`src/rtl/pea_pkg.sv`:
```
// Shared PE array definitions: datapath width and accumulator FSM encoding.
package pea_pkg;

    localparam int N_BITS    = 32;
    localparam int ACC_CNT_W = 8;

    typedef enum logic {
        ACC_IDLE = 1'b0,
        ACC_RUN  = 1'b1
    } acc_state_t;

endpackage

```
`src/rtl/pe_accumulator.sv`:
```
// Reduction stage after the PE functional unit: sums acc_len_i consecutive
// accepted results and emits one registered sum per run.
module pe_accumulator #(
    parameter int N_BITS = 32,
    parameter int CNT_W  = 8
) (
    input  logic              clk_i,
    input  logic              rst_i,
    input  logic              en_i,
    input  logic [CNT_W-1:0]  acc_len_i,
    input  logic              clear_i,
    input  logic              in_valid_i,
    input  logic [N_BITS-1:0] in_data_i,
    output logic              out_valid_o,
    output logic [N_BITS-1:0] out_data_o,
    output logic              acc_ready_o,
    output logic              busy_o,
    output logic              ovf_o
);
    import pea_pkg::*;

    acc_state_t        state_reg, state_next;
    logic [N_BITS-1:0] acc_reg, acc_next;
    logic [N_BITS-1:0] out_data_reg, out_data_next;
    logic [CNT_W-1:0]  cnt_reg, cnt_next;
    logic [CNT_W-1:0]  len_reg, len_next;
    logic              ovf_run_reg, ovf_run_next;
    logic              out_ovf_reg, out_ovf_next;
    logic              out_valid_reg, out_valid_next;

    logic              accept;
    logic [N_BITS-1:0] sum;
    logic              add_ovf;
    logic [CNT_W-1:0]  start_len;
    logic              last_in_run;

    assign accept      = en_i & in_valid_i & ~clear_i;
    assign sum         = acc_reg + in_data_i;
    // Same-sign operands producing an opposite-sign result is a signed overflow.
    assign add_ovf     = (acc_reg[N_BITS-1] == in_data_i[N_BITS-1]) &&
                         (sum[N_BITS-1] != acc_reg[N_BITS-1]);
    assign start_len   = (acc_len_i == '0) ? CNT_W'(1) : acc_len_i;
    assign last_in_run = (cnt_reg + CNT_W'(1)) == len_reg;

    always_ff @(posedge clk_i) begin
        if (rst_i) begin
            state_reg     <= ACC_IDLE;
            acc_reg       <= '0;
            cnt_reg       <= '0;
            len_reg       <= '0;
            ovf_run_reg   <= 1'b0;
            out_ovf_reg   <= 1'b0;
            out_valid_reg <= 1'b0;
            out_data_reg  <= '0;
        end else begin
            state_reg     <= state_next;
            acc_reg       <= acc_next;
            cnt_reg       <= cnt_next;
            len_reg       <= len_next;
            ovf_run_reg   <= ovf_run_next;
            out_ovf_reg   <= out_ovf_next;
            out_valid_reg <= out_valid_next;
            out_data_reg  <= out_data_next;
        end
    end

    always_comb begin
        state_next = state_reg;
        if (clear_i) begin
            state_next = ACC_IDLE;
        end else if (accept) begin
            case (state_reg)
                ACC_IDLE: if (start_len != CNT_W'(1)) state_next = ACC_RUN;
                ACC_RUN:  if (last_in_run) state_next = ACC_IDLE;
                default:  state_next = ACC_IDLE;
            endcase
        end
    end

    always_comb begin
        acc_next       = acc_reg;
        cnt_next       = cnt_reg;
        len_next       = len_reg;
        ovf_run_next   = ovf_run_reg;
        out_valid_next = 1'b0;
        out_data_next  = out_data_reg;
        out_ovf_next   = out_ovf_reg;
        if (clear_i) begin
            acc_next     = '0;
            cnt_next     = '0;
            ovf_run_next = 1'b0;
        end else if (accept) begin
            case (state_reg)
                ACC_IDLE: begin
                    len_next     = start_len;
                    acc_next     = in_data_i;
                    cnt_next     = CNT_W'(1);
                    ovf_run_next = 1'b0;
                    // A single-sample run completes immediately without entering RUN.
                    if (start_len == CNT_W'(1)) begin
                        out_valid_next = 1'b1;
                        out_data_next  = in_data_i;
                        out_ovf_next   = 1'b0;
                    end
                end
                ACC_RUN: begin
                    acc_next     = sum;
                    cnt_next     = cnt_reg + CNT_W'(1);
                    ovf_run_next = ovf_run_reg | add_ovf;
                    if (last_in_run) begin
                        out_valid_next = 1'b1;
                        out_data_next  = sum;
                        out_ovf_next   = ovf_run_reg | add_ovf;
                    end
                end
                default: ;
            endcase
        end
    end

    assign out_valid_o = out_valid_reg;
    assign acc_ready_o = out_valid_reg;
    assign out_data_o  = out_data_reg;
    assign ovf_o       = out_ovf_reg;
    assign busy_o      = (state_reg == ACC_RUN);

endmodule
```
`config.mk`:
```
export PLATFORM = sky130hd
export DESIGN_NAME = pe_accumulator
export DESIGN_NICKNAME = d
export VERILOG_FILES = /design/src/rtl/pea_pkg.sv /design/src/rtl/pe_accumulator.sv
export SDC_FILE = /design/constraint.sdc
export NUM_CORES = 1
export LEC_CHECK = 0
export ABC_CLOCK_PERIOD_IN_PS = 5910
export BUFFER_PORTS_ARGS = -buffer_cell sky130_fd_sc_hd__buf_2
export CAP_MARGIN = 20
export CORE_ASPECT_RATIO = 1.4
export CORE_MARGIN = 2
export CORE_UTILIZATION = 45
export DETAILED_ROUTE_END_ITERATION = 10
export PLACE_DENSITY = 0.65
export SETUP_SLACK_MARGIN = 0.15
export SYNTH_ARGS = -nofsm -noshare
export SYNTH_HDL_FRONTEND = slang
export SYNTH_SLANG_ARGS = --single-unit
```
`constraint.sdc`:
```
create_clock -name clk_i -period 5.91 [get_ports clk_i]
set_clock_uncertainty 0.05 [all_clocks]
set_input_delay 0.2955 -clock clk_i [delete_from_list [all_inputs] [get_ports clk_i]]
set_output_delay 0.2955 -clock clk_i [all_outputs]
set_load 0.02 [all_outputs]
```
# Word level (Yosys, flattened, before mapping)
# Cells that the tools add are included.
[totals]
out_inout_bits = 36
register_bits = 84
word_cells = 45
inputBits = 45
[op_classes]
n_bitwise = 6
n_eq_ne = 7
add_sub_neg = 2
n_reduce_logical = 6
n_mux = 16
[op_table]
columns = ["op", "count"]
rows = [
  ["$pmux 32 s2", 2],
  ["$mux 32", 2],
  ["$add 32x32->32", 1],
  ["$pmux 8 s2", 1],
  ["$add 8x1->8 const B", 1],
  ["$eq 8x1->1 const B", 1],
  ["$eq 8x8->1", 1],
  ["$logic_not 8->1", 1],
  ["$mux 8", 1],
  ["$ne 8x1->1 const B", 1],
  ["$pmux 1 s2", 4],
  ["$mux 1", 6],
  ["$reduce_and 4->1", 1],
  ["$not 1->1", 3],
  ["$reduce_and 3->1", 1],
  ["$reduce_or 3->1", 1],
  ["$and 1x1->1", 2],
  ["$ne 2x1->1 const B", 1],
  ["$ne 2x2->1 const B", 1],
  ["$reduce_or 2->1", 1],
  ["$eq 1x1->1", 1],
  ["$logic_and 1x1->1", 1],
  ["$ne 1x1->1", 1],
  ["$or 1x1->1", 1],
]

# Depth between registers and ports, before layout
# Gate-level depths: netlist of the first run.
[depth]
depth_word = 6
depth_mapped = 12
ltp_nobuf = 12

# Least setup slack after synthesis of the first run
# No wires, ideal clock.
[synth_path]
kind = "flip-flop to flip-flop"
startpoint = "register acc_reg[6]"
endpoint = "register out_data_reg[27], in the netlist out_data_o[27]"
required_time_ns = 5.769
arrival_ns = 2.351
synth_period_minus_slack_ns = 2.492
path_stages_with_launch = 12
setup_ns = 0.091
n_path_buf = 1
setup_slack_ns = 3.418
path_cell_list = "dfxtp_1 > ha_1 > buf_4 > nand4_1 > or4b_1 > a31oi_1 > o21ai_0 > o22a_1 > o21ai_2 > xor2_1 > nand2_1 > a311oi_1"
[synth_between]
elab_chain_len = 3
[synth_lines]
columns = ["item", "line_no", "source"]
rows = [
  ["from (decl)", "pe_accumulator.sv:23", "logic [N_BITS-1:0] acc_reg, acc_next;"],
  ["from (signal assigned)", "pe_accumulator.sv:57", "acc_reg <= acc_next;"],
  ["$add 32x32->32", "pe_accumulator.sv:38", "assign sum = acc_reg + in_data_i;"],
  ["$mux 32", "pe_accumulator.sv:110", "if (last_in_run) begin"],
  ["$pmux 32 s2", "pe_accumulator.sv:93", "case (state_reg)"],
  ["to (signal assigned)", "pe_accumulator.sv:63", "out_data_reg <= out_data_next;"],
  ["to (decl)", "pe_accumulator.sv:24", "logic [N_BITS-1:0] out_data_reg, out_data_next;"],
]
# No other way between the ends. The select of a mux whose other input is x is not followed.
# A chain may end at the register's enable or synchronous reset.

# Final worst setup path of the first run
[layout_path]
startpoint = "register cnt_reg[0]"
endpoint = "register out_data_reg[26], in the netlist out_data_o[26]"
[layout_between]
elab_chain_len = 4
[layout_lines]
columns = ["item", "line_no", "source"]
rows = [
  ["from (decl)", "pe_accumulator.sv:25", "logic [CNT_W-1:0] cnt_reg, cnt_next;"],
  ["from (signal assigned)", "pe_accumulator.sv:58", "cnt_reg <= cnt_next;"],
  ["$add 8x1->8", "pe_accumulator.sv:43", "assign last_in_run = (cnt_reg + CNT_W'(1)) == len_reg;"],
  ["$eq 8x8->1", "pe_accumulator.sv:43", ""],
  ["$ne 2x1->1 (no source line)", "n/a", ""],
  ["$reduce_and 4->1 (no source line)", "n/a", ""],
]
# No other way between the ends.

==> results by group, run 1 <==
Setup path
  • Reg-to-Reg Start: cnt_reg[0]
  • CP Capture Type: register
  • Worst R2R Setup Slack: 2.50 ns
  • Cells on worst reg2reg path: 9
  • Critical path fanouts, max: 56
  • Crit path kind: reg2reg
  • Slowest cell delay on critical path: 0.91 ns
  • RR Endpoint: out_data_o[26]
  • CP Cell Sequence: ha_1 > and3_1 > xor2_1 > xnor2_1 > o21ai_0 > nor4b_4 > or2_2 > o21ai_0 > a211oi_1
  • CP max-delay cell: or2_2
  • Worst Path Arrival: 3.61 ns
  • Most frequent CP cell: o21ai_0
  • Setup crit start kind: register
  • CP Data Required Time: 6.11 ns

Floorplanning
  • Overall die width: 96.2 um
  • Site Rows: 47
  • Core area: 0.0117 mm^2
  • Die area: 0.0128 mm^2
  • I/O Pins: a little over 80
  • Die Ht: about 130 um
  • Initial core utilization: 0.458

Placement
  • Gpl congestion: around 0.92
  • Final HPWL DP: between 10 and 15 mm
  • DP Area: 0.00576 mm^2
  • Placed Cells: 844
  • Port buffer count: 80

Timing
  • Final cycle utilization of the critical path: 0.577
  • Fin. Hold Viols: 0
  • RSZ-0062 raised after global routing: no
  • Setup TNS Final: 0 ns
  • Peak Freq: 293 MHz
  • Rel. slew slack: 0.266
  • Count of pins over their slew limit: 0
  • Post-layout min period: 3.41 ns
  • Worst-margin pin slew: 1.10 ns
  • Final setup fails: 0

Worst hold path
  • HP Class: in2reg
  • Hold path start: acc_len_i[3]
  • Hold Crit Depth: 3
  • Worst Hold Path EP: len_reg[3]

Routing
  • ANT nets after route: 0
  • DRC: 0
  • Via density: 5.91
  • Routed len/inst: 16.4 um
  • Final wirelength: 14.1 mm
  • Initial DRC count: 297
  • Vias: 5084
  • TritonRoute pass-1 iters: 7

Pwr
  • P per Cell Area: 225 mW/mm^2
  • Peak VDD IR: ~0.13 mV
  • Pwr Total: 1370 uW
  • Lkg Pwr: 0.00250 uW

Logic synthesis
  • Post-synthesis compound-gate area fraction: 0.266
  • Synth area leader: dfxtp_1
  • Count of flip-flops with a built-in enable after synthesis: 0
  • Most frequent cell after synthesis: dfxtp_1
  • Xor/xnor share of the synthesized area: 0.0605
  • Synth Warn #: 0
  • Ys flop type: dfxtp_1
  • Synth Area in Adders: 0.0784
  • Syn_area_per_cell: 8.14 um^2
  • Synth cell types: 62
  • Register area share after synthesis: 0.314
  • Top cells by area, synth: dfxtp_1 31%, ha_1 7.5%, a211oi_1 6.2%
  • Mux cell area share after synthesis: 0.0497
  • Post-synthesis simple-gate area fraction: 0.188
  • Commonest cells in the synthesized netlist: 84 x dfxtp_1, 78 x nor2_1, 57 x nand2_1
  • Ys async rst share: 0
  • Synthesized Nets: 736
  • Largest family of logic cells by synthesized area: compound AO/OA/AOI/OAI gates
  • Cells after Synth: between 600 and 700
  • Cell Area, Synth: 0.00536 mm^2
  • Synth Register Bits: 84
  • Yosys top cell area share: 0.314

Finish
  • Diode count: 0
  • Final net count: 787
  • Post-layout instance area: 0.00608 mm^2
  • # fillers: 1134
  • P&R area growth vs syn: 13.5%
  • Share of cells above drive strength 1: 0.165
  • Fin cells: 860

Global route
  • Initial antenna violation count: 0
  • First-pass GRT wire length: 23.6 mm
  • Largest net degree at the start of global routing: a little over 60
  • Congestion Overflow GR: 0
  • Number of global-route vias before repair: roughly 4900
  • GRT Util Overall: 0.232

CTS
  • Clock Tree Root: clkbuf_16
  • Clk Latency, worst-skew pair: between 0.3 and 0.4 ns
  • CTS tree: built
  • Setup Fix Bufs, Post-CTS: 0
  • Clock-pin slew of the registers on the worst-case setup and hold paths: 0.06 ns
  • CTS resizes: 0
  • Bufs on Longest Clock Path: 2
  • H-Tree Level Count: 3
  • Inserted Clock Buffers: 9
  • Clk sinks: 84
  • CTS Hold Bufs: 0

Outcome
  • Status: complete, no violations

Job
  • Max cap viols: 0
[cells by family (layout without fill, tap and decap cells)]
logic type	count (synthesis)	in the layout
xor+xnor	37	37
compound gates	216	216
simple gates	210	210
buf+inv	52	107
fa+ha+maj	33	33
mux	26	26
flops	84	84
[per-stage QoR]
| stage | setup WS, ns | utilization | hold WS [ns] |
|---|---|---|---|
| floorplan | 3.42 | - | 0.381 |
| CTS | 2.34 | 0.518 | 0.149 |
| global placement | 2.15 | 0.492 | 0.392 |
| global route | 2.20 | 0.520 | 0.160 |
| finish | 2.50 | 0.520 | 0.161 |
| detailed placement | 2.00 | 0.492 | 0.401 |
[metal layers]
layer,track usage,vias to the layer above,part of all wire
li1,-,2532,-
met1,0.287,2392,0.43
met2,0.389,132,0.49
met3,0.0475,28,0.051
met4,0.0897,0,0.025
met5,0,-,0
[worst max path at each step]
stage	from	end	slack, ns
final	cnt_reg[0]	out_data_o[26]	2.50
after global routing	cnt_reg[0]	out_data_o[26]	2.20
after CTS	en_i	out_data_o[26]	2.34
after detailed placement	en_i	out_data_o[26]	2.00
after global placement	en_i	out_data_o[26]	2.15
after floorplan	in_data_i[6]	out_data_o[27]	3.42
[cell type report]
cell class                 instances  area, um^2  share of cell area
clock inverter                     1        30.0             0.00494
multi-input combinational        522        3450               0.567
sequential                        84        1680               0.277
timing repair buffer              82         428              0.0704
clock buffer                      14         274              0.0451
tap                              147         184              0.0302
inverter                          10        37.5             0.00617
[cell usage in the layout, fill, tap and decap left out, types with 18 or more instances in the layout]
master,count
dfxtp_1,83
buf_2,80
nor2_1,78
nand2_1,57
a21oi_1,55
a211oi_1,44
o21ai_0,37
ha_1,32
xnor2_1,25
mux2i_1,21
a21o_1,18
[critical path, delay by kind of cell (launching register included)]
family	cells	cell delay, ns
compound gates	3	0.58
xor+xnor	2	0.41
fa+ha+maj	1	0.26
flops	1	0.44
simple gates	3	1.58
[report_power, final]
part	internal, uW	switching, uW
clock	360	219
sequential	577	6.45
combinational	80.2	127
total	1020	352
(Power assumes the default switching activity.)
==> run 2: changes to the inputs <==
Settings changed: ABC_AREA set to 1, ABC_CLOCK_PERIOD_IN_PS 5910 to 3000, PLACE_DENSITY 0.65 to 0.67.
Clock period 5.91 ns to 3 ns, I/O delays scaled along.
==> results by group, run 2 <==
Timing
  • Final cycle utilization of the critical path: 0.842
  • Final setup fails: 0
  • Post-layout min period: roughly 2.5 ns
  • RSZ-0062 raised after global routing: no
  • Worst-margin pin slew: 0.521 ns
  • Peak Freq: roughly 400 MHz
  • Fin. Hold Viols: 0
  • Setup TNS Final: 0 ns
  • Count of pins over their slew limit: 0
  • Rel. slew slack: 0.653

Setup path
  • Crit path kind: reg2reg
  • Worst R2R Setup Slack: 0.47 ns
  • Critical path startpoint: acc_reg[0]
  • Cells on worst reg2reg path: 12
  • Reg-to-Reg Start: acc_reg[0]
  • Critical path fanouts, max: 5
  • Worst Path Arrival: roughly 2.8 ns
  • CP max-delay cell: fa_1
  • Worst Path Buf+Inv: 2
  • Worst setup path end: out_data_o[14]
  • Slowest cell delay on critical path: 0.39 ns
  • CP Capture Type: register
  • CP Cell Sequence: ha_1 > inv_1 > fa_1 > inv_1 > nand2_1 > nand3_1 > nand2_1 > nand2_1 > nand2_1 > a31oi_1 > nor2_1 > nor2_1
  • CP Data Required Time: 3.23 ns
  • Instance count on the critical path: 12
  • Setup crit start kind: register
  • RR Endpoint: out_data_o[14]
  • Largest delay contributor family on the critical path: simple AND/OR/NAND/NOR gates
  • Most frequent CP cell: nand2_1

CTS
  • CTS tree: built
  • CTS resizes: 0
  • Clock Tree Root: clkbuf_16
  • Clk Latency, worst-skew pair: 0.35 ns
  • Setup Fix Bufs, Post-CTS: 0
  • Clk sinks: 84
  • Clock-pin slew of the registers on the worst-case setup and hold paths: approximately 0.060 ns
  • CTS Hold Bufs: 1
  • H-Tree Level Count: 3
  • Inserted Clock Buffers: 9
  • Bufs on Longest Clock Path: 2

Logic synthesis
  • Count of flip-flops with a built-in enable after synthesis: 0
  • Ys async rst share: 0
  • Synthesized Nets: 1206
  • Most frequent cell after synthesis: nand2_1
  • Synth cell types: 36
  • Register area share after synthesis: 0.260
  • Cells after Synth: 1128
  • Yosys top cell area share: 0.260
  • Top cells by area, synth: dfxtp_1 26%, nand2_1 21%, inv_1 12%
  • Synth Register Bits: 84
  • Syn_area_per_cell: 5.74 um^2
  • Ys flop type: dfxtp_1
  • Commonest cells in the synthesized netlist: 371 x nand2_1, 206 x inv_1, 120 x nor2_1
  • Synth area leader: dfxtp_1
  • Cell Area, Synth: 0.00648 mm^2
  • Synth Warn #: 0

Pwr
  • Internal Pwr Total: 1950 uW
  • Comb pwr share: 0.170
  • Reg power frac: 0.415
  • Peak VDD IR: 0.195 mV
  • Pwr Total: 2770 uW
  • Part of the power in the clock network: 0.415
  • Net Switching: 821 uW
  • Lkg Pwr: 0.00422 uW
  • P per Cell Area: 377 mW/mm^2
  • Switching share of power: 0.296

Global route
  • Congestion Overflow GR: 0
  • Number of global-route vias before repair: 6562
  • GRT Util Overall: 0.260
  • Initial antenna violation count: 0
  • First-pass GRT wire length: 31.9 mm
  • Largest net degree at the start of global routing: 45

Routing
  • WL met2: 9.41 mm
  • Max layer used: met4
  • TritonRoute pass-1 iters: 6
  • ANT nets after route: 0
  • Routed len/inst: roughly 14 um
  • Met1 wire length: 8.55 mm
  • Via density: 5.01
  • Initial DRC count: 333
  • Vias: 6958
  • DRC: 0
  • Final wirelength: 19.5 mm
  • WL met3: 906 um

Worst hold path
  • Hold Crit Depth: 3
  • Hold path start: acc_len_i[3]
  • HP Class: in2reg

Finish
  • Most frequent cells in the layout: 371 x nand2_1, 206 x inv_1, 119 x nor2_1
  • Diode count: 0
  • Final net count: 1278
  • Fin cells: 1390
  • Commonest non-fill, non-tap cell in the layout: nand2_1
  • Share of cells above drive strength 1: 0.105
  • Final Util: 0.526
  • P&R area growth vs syn: 13.4%

Outcome
  • Status: complete, no violations

Floorplanning
  • Die area: around 0.015 mm^2
  • Overall die width: 105 um
  • Initial core utilization: 0.464
  • Site Rows: 51
  • I/O Pins: 81
  • Core area: about 0.014 mm^2
  • Die Ht: between 100 and 150 um

Placement
  • Port buffer count: 80
  • Gpl congestion: approximately 0.98
  • Placed Cells: 1373
  • Final HPWL DP: 15.2 mm

Job
  • Max cap viols: 0
==> run 2: changes by cell type in the layout (fill, tap and decap cells not counted), moves of 17 or more <==
| cell | delta |
|---|---|
| nand2_1 | +314 |
| inv_1 | +196 |
| nand3_1 | +87 |
| a211oi_1 | -44 |
| nor2_1 | +41 |
| xnor2_1 | -23 |
| a21oi_1 | -20 |
| mux2i_1 | -20 |
| o21ai_0 | +17 |
==> run 2: worst min-delay path by stage <==
stage / to / slack (ns)
floorplan: acc_ready_o / 0.17
global placement: acc_ready_o / 0.32
detailed placement: acc_ready_o / 0.31
CTS: len_reg[3] / 0.006
global route: len_reg[3] / 0.03
finish: len_reg[3] / 0.02
==> run 2: through the flow <==
step | setup slack, ns | instance area [um^2] | hold WS, ns
2_1_floorplan | 1.00 | 6480 | 0.172
3_3_place_gp | 0.531 | 7040 | 0.317
3_5_place_dp | 0.503 | 7040 | 0.311
4_1_cts | 0.482 | 7350 | 0.00627
5_1_grt | 0.255 | 7350 | 0.0300
6_report | 0.474 | 7350 | 0.0155
==> run 2: worst min-delay path, stage by stage <==
cell and delay (ns):
buf_2 0.09, nor2_1 0.04, nor2_1 0.09
==> run 2: layer usage <==
metal	up-vias	GRT usage
met4	0	0.105
li1	3632	-
met2	182	0.449
met1	3105	0.324
met3	39	0.0318
met5	-	0
==> run 2: layout make-up <==
cell class / instances / area (um^2)
repair buffers: 90 / 478
flip-flops and latches: 84 / 1680
well taps: 185 / 231
fillers: 1550 / 6630
multi-input cells: 804 / 3860
inverters: 211 / 795
clock buffers: 10 / 229
clock inverters: 6 / 71.3
==> run 2: power by group through the flow <==
stage	logic (uW)	registers, uW	clock network, uW
after floorplan	317	1170	0
after global placement	461	1170	0
after detailed placement	463	1170	0
after CTS	466	1150	1180
after global routing	533	1150	1220
final	469	1150	1150
==> run 2: logic make-up after synthesis <==
group	synth area share
DFF	0.260
and+or+nand+nor	0.422
xor gates and xnor gates	0.00406
buffers and inverters	0.145
AOI/OAI and AO/OA	0.104
muxes	0.00155
adders and majority gates	0.0649
==> run 3: changes to the inputs <==
Settings changed: ABC_CLOCK_PERIOD_IN_PS 3000 to 2400, PLACE_DENSITY 0.67 to not set.
Clock period 3 ns to 2.4 ns, I/O delays scaled along.
==> results by group, run 3 (synthesis gave the netlist of run 2 again) <==
Pwr
  • P per Cell Area: 460 mW/mm^2
  • Peak VDD IR: 0.268 mV
  • Lkg Pwr: 0.00430 uW
  • Net Switching: between 1000 and 1500 uW
  • Switching share of power: 0.305
  • Reg power frac: 0.406
  • Comb pwr share: 0.180
  • Part of the power in the clock network: 0.414
  • Internal Pwr Total: 2460 uW

Routing
  • Via density: roughly 5.0
  • ANT nets after route: 0
  • Initial DRC count: 449
  • Vias: 7009
  • DRC: 0
  • Final wirelength: 20.5 mm
  • TritonRoute pass-1 iters: 5
  • Routed len/inst: 14.7 um

Timing
  • Peak Freq: 458 MHz
  • Setup TNS Final: 0 ns
  • Final setup fails: 0
  • Fin. Hold Viols: 0
  • Worst-margin pin slew: just under 0.7 ns
  • RSZ-0062 raised after global routing: yes
  • Count of pins over their slew limit: 0
  • Rel. slew slack: 0.548
  • Final cycle utilization of the critical path: 0.910
  • Post-layout min period: 2.18 ns
  • Final WS setup: approximately 0.22 ns

Finish
  • Diode count: 0
  • Final net count: roughly 1300
  • Share of cells above drive strength 1: 0.160
  • Most frequent cells in the layout: 358 x nand2_1, 205 x inv_1, 105 x nor2_1
  • Commonest non-fill, non-tap cell in the layout: nand2_1
  • P&R area growth vs syn: 18.8%
  • Post-layout instance area: 0.00770 mm^2

Floorplanning
  • Initial core utilization: 0.464
  • Overall die width: 105 um
  • Die area: 0.0154 mm^2
  • Site Rows: between 50 and 60
  • Die Ht: about 150 um
  • I/O Pins: slightly above 80
  • Core area: 0.0140 mm^2

CTS
  • Clock-pin slew of the registers on the worst-case setup and hold paths: 0.07 ns
  • Inserted Clock Buffers: 9
  • Clock Tree Root: clkbuf_16
  • CTS tree: built
  • Clk sinks: 84
  • H-Tree Level Count: 3
  • Clk Latency, worst-skew pair: between 0.3 and 0.4 ns
  • Bufs on Longest Clock Path: 2

Setup path
  • Worst Path Arrival: 2.38 ns
  • RR Endpoint: out_data_o[25]
  • Reg-to-Reg Start: acc_reg[24]
  • Setup crit start kind: register
  • Cells on worst reg2reg path: 13
  • Crit path kind: reg2reg
  • Most frequent CP cell: nand2_1
  • CP Cell Sequence: ha_1 > nand2_1 > nor2_1 > inv_1 > nor2_2 > and2_1 > nand2_1 > nand2_1 > nand2_1 > nand3_1 > nand2_1 > nor2_1 > nor2_1
  • Worst R2R Setup Slack: 0.22 ns
  • CP Data Required Time: 2.60 ns
  • CP Capture Type: register
  • Critical path fanouts, max: 5
  • Slowest cell delay on critical path: 0.37 ns
  • CP max-delay cell: ha_1

Global route
  • Initial antenna violation count: 0
  • Number of global-route vias before repair: between 6000 and 7000
  • First-pass GRT wire length: roughly 33 mm
  • Congestion Overflow GR: 0
  • Largest net degree at the start of global routing: 37
  • GRT Util Overall: 0.270

Worst hold path
  • Worst Hold Path EP: acc_reg[0]
  • Hold Crit Depth: 3
  • Hold path start: in_data_i[0]
  • HP Class: in2reg

Placement
  • Gpl congestion: 0.938
  • DP Area: 0.00710 mm^2
  • Pre-CTS WS: 0.0813 ns
  • Final HPWL DP: 15.8 mm
  • Port buffer count: 80

Job
  • Max cap viols: 0

Outcome
  • Status: complete, no violations
[run 3: cell count changes in the layout (fill, tap and decap cells not counted), moves of 6 or more]
cell,change
nor2_1,-14
nand3_1,-6
nand2_1,-13
ha_2,+8
nor2_2,+11
buf_4,+8
ha_1,-13
nand2_2,+13
[run 3: worst max-delay path by stage]
stage / to / cells past startpoint / slack, ns / start
6_report: out_data_o[25] / 13 / 0.22 / acc_reg[24]
5_1_grt: acc_reg[29] / 14 / 0.09 / acc_reg[24]
4_1_cts: out_data_o[28] / 15 / 0.16 / acc_reg[0]
3_5_place_dp: out_data_o[23] / 12 / 0.08 / acc_reg[22]
3_3_place_gp: out_data_o[23] / 12 / 0.1 / acc_reg[22]
2_1_floorplan: acc_reg[20] / 15 / 0.40 / acc_reg[0]
[run 3: final cells by class]
| cell class | count | area, um^2 |
|---|---|---|
| fillers | 1481 | 6270 |
| multi-input cells | 804 | 4100 |
| flip-flops and latches | 84 | 1680 |
| inverters | 211 | 797 |
| repair buffers | 101 | 583 |
| well taps | 185 | 231 |
| clock buffers | 10 | 229 |
| clock inverters | 6 | 71.3 |
[run 3: worst max-delay path: cells and delay by family, from the launching register on]
| family | cells | cell delay (ns) |
|---|---|---|
| adders and majority gates | 1 | 0.37 |
| buffers and inverters | 1 | 0.09 |
| and+or+nand+nor | 11 | 1.26 |
| DFF | 1 | 0.31 |
[run 3: power groups by stage]
stage	Sequential (uW)	Clock [uW]	Combinational (uW)
after floorplan	1470	0	397
after global placement	1470	0	588
after detailed placement	1470	0	587
after CTS	1440	1480	593
after global routing	1440	1540	714
final	1440	1470	638
[run 3: through the flow]
step	cells	util	hold slack [ns]	total power (uW)
floorplan	1128	-	0.142	1860
global placement	1380	0.508	0.274	2060
detailed placement	1380	0.508	0.275	2060
CTS	1398	0.532	0.0303	3510
global route	1401	0.551	0.0451	3700
finish	1401	0.551	0.0280	3540
[run 3: what timing repair did]
action	CTS	global route
hold buffers	2	0
setup endpoints to repair	8	51
hold endpoints to repair	2	0
pin swaps	0	5
setup buffers	0	3
resized for setup	2	64
[run 3: per-layer routing]
layer | vias to the layer above | part of all wire | GRT usage
met5 | - | 0 | 0
met4 | 0 | 0.034 | 0.112
met2 | 190 | 0.47 | 0.459
met1 | 3119 | 0.45 | 0.345
li1 | 3664 | - | -
met3 | 36 | 0.045 | 0.0273
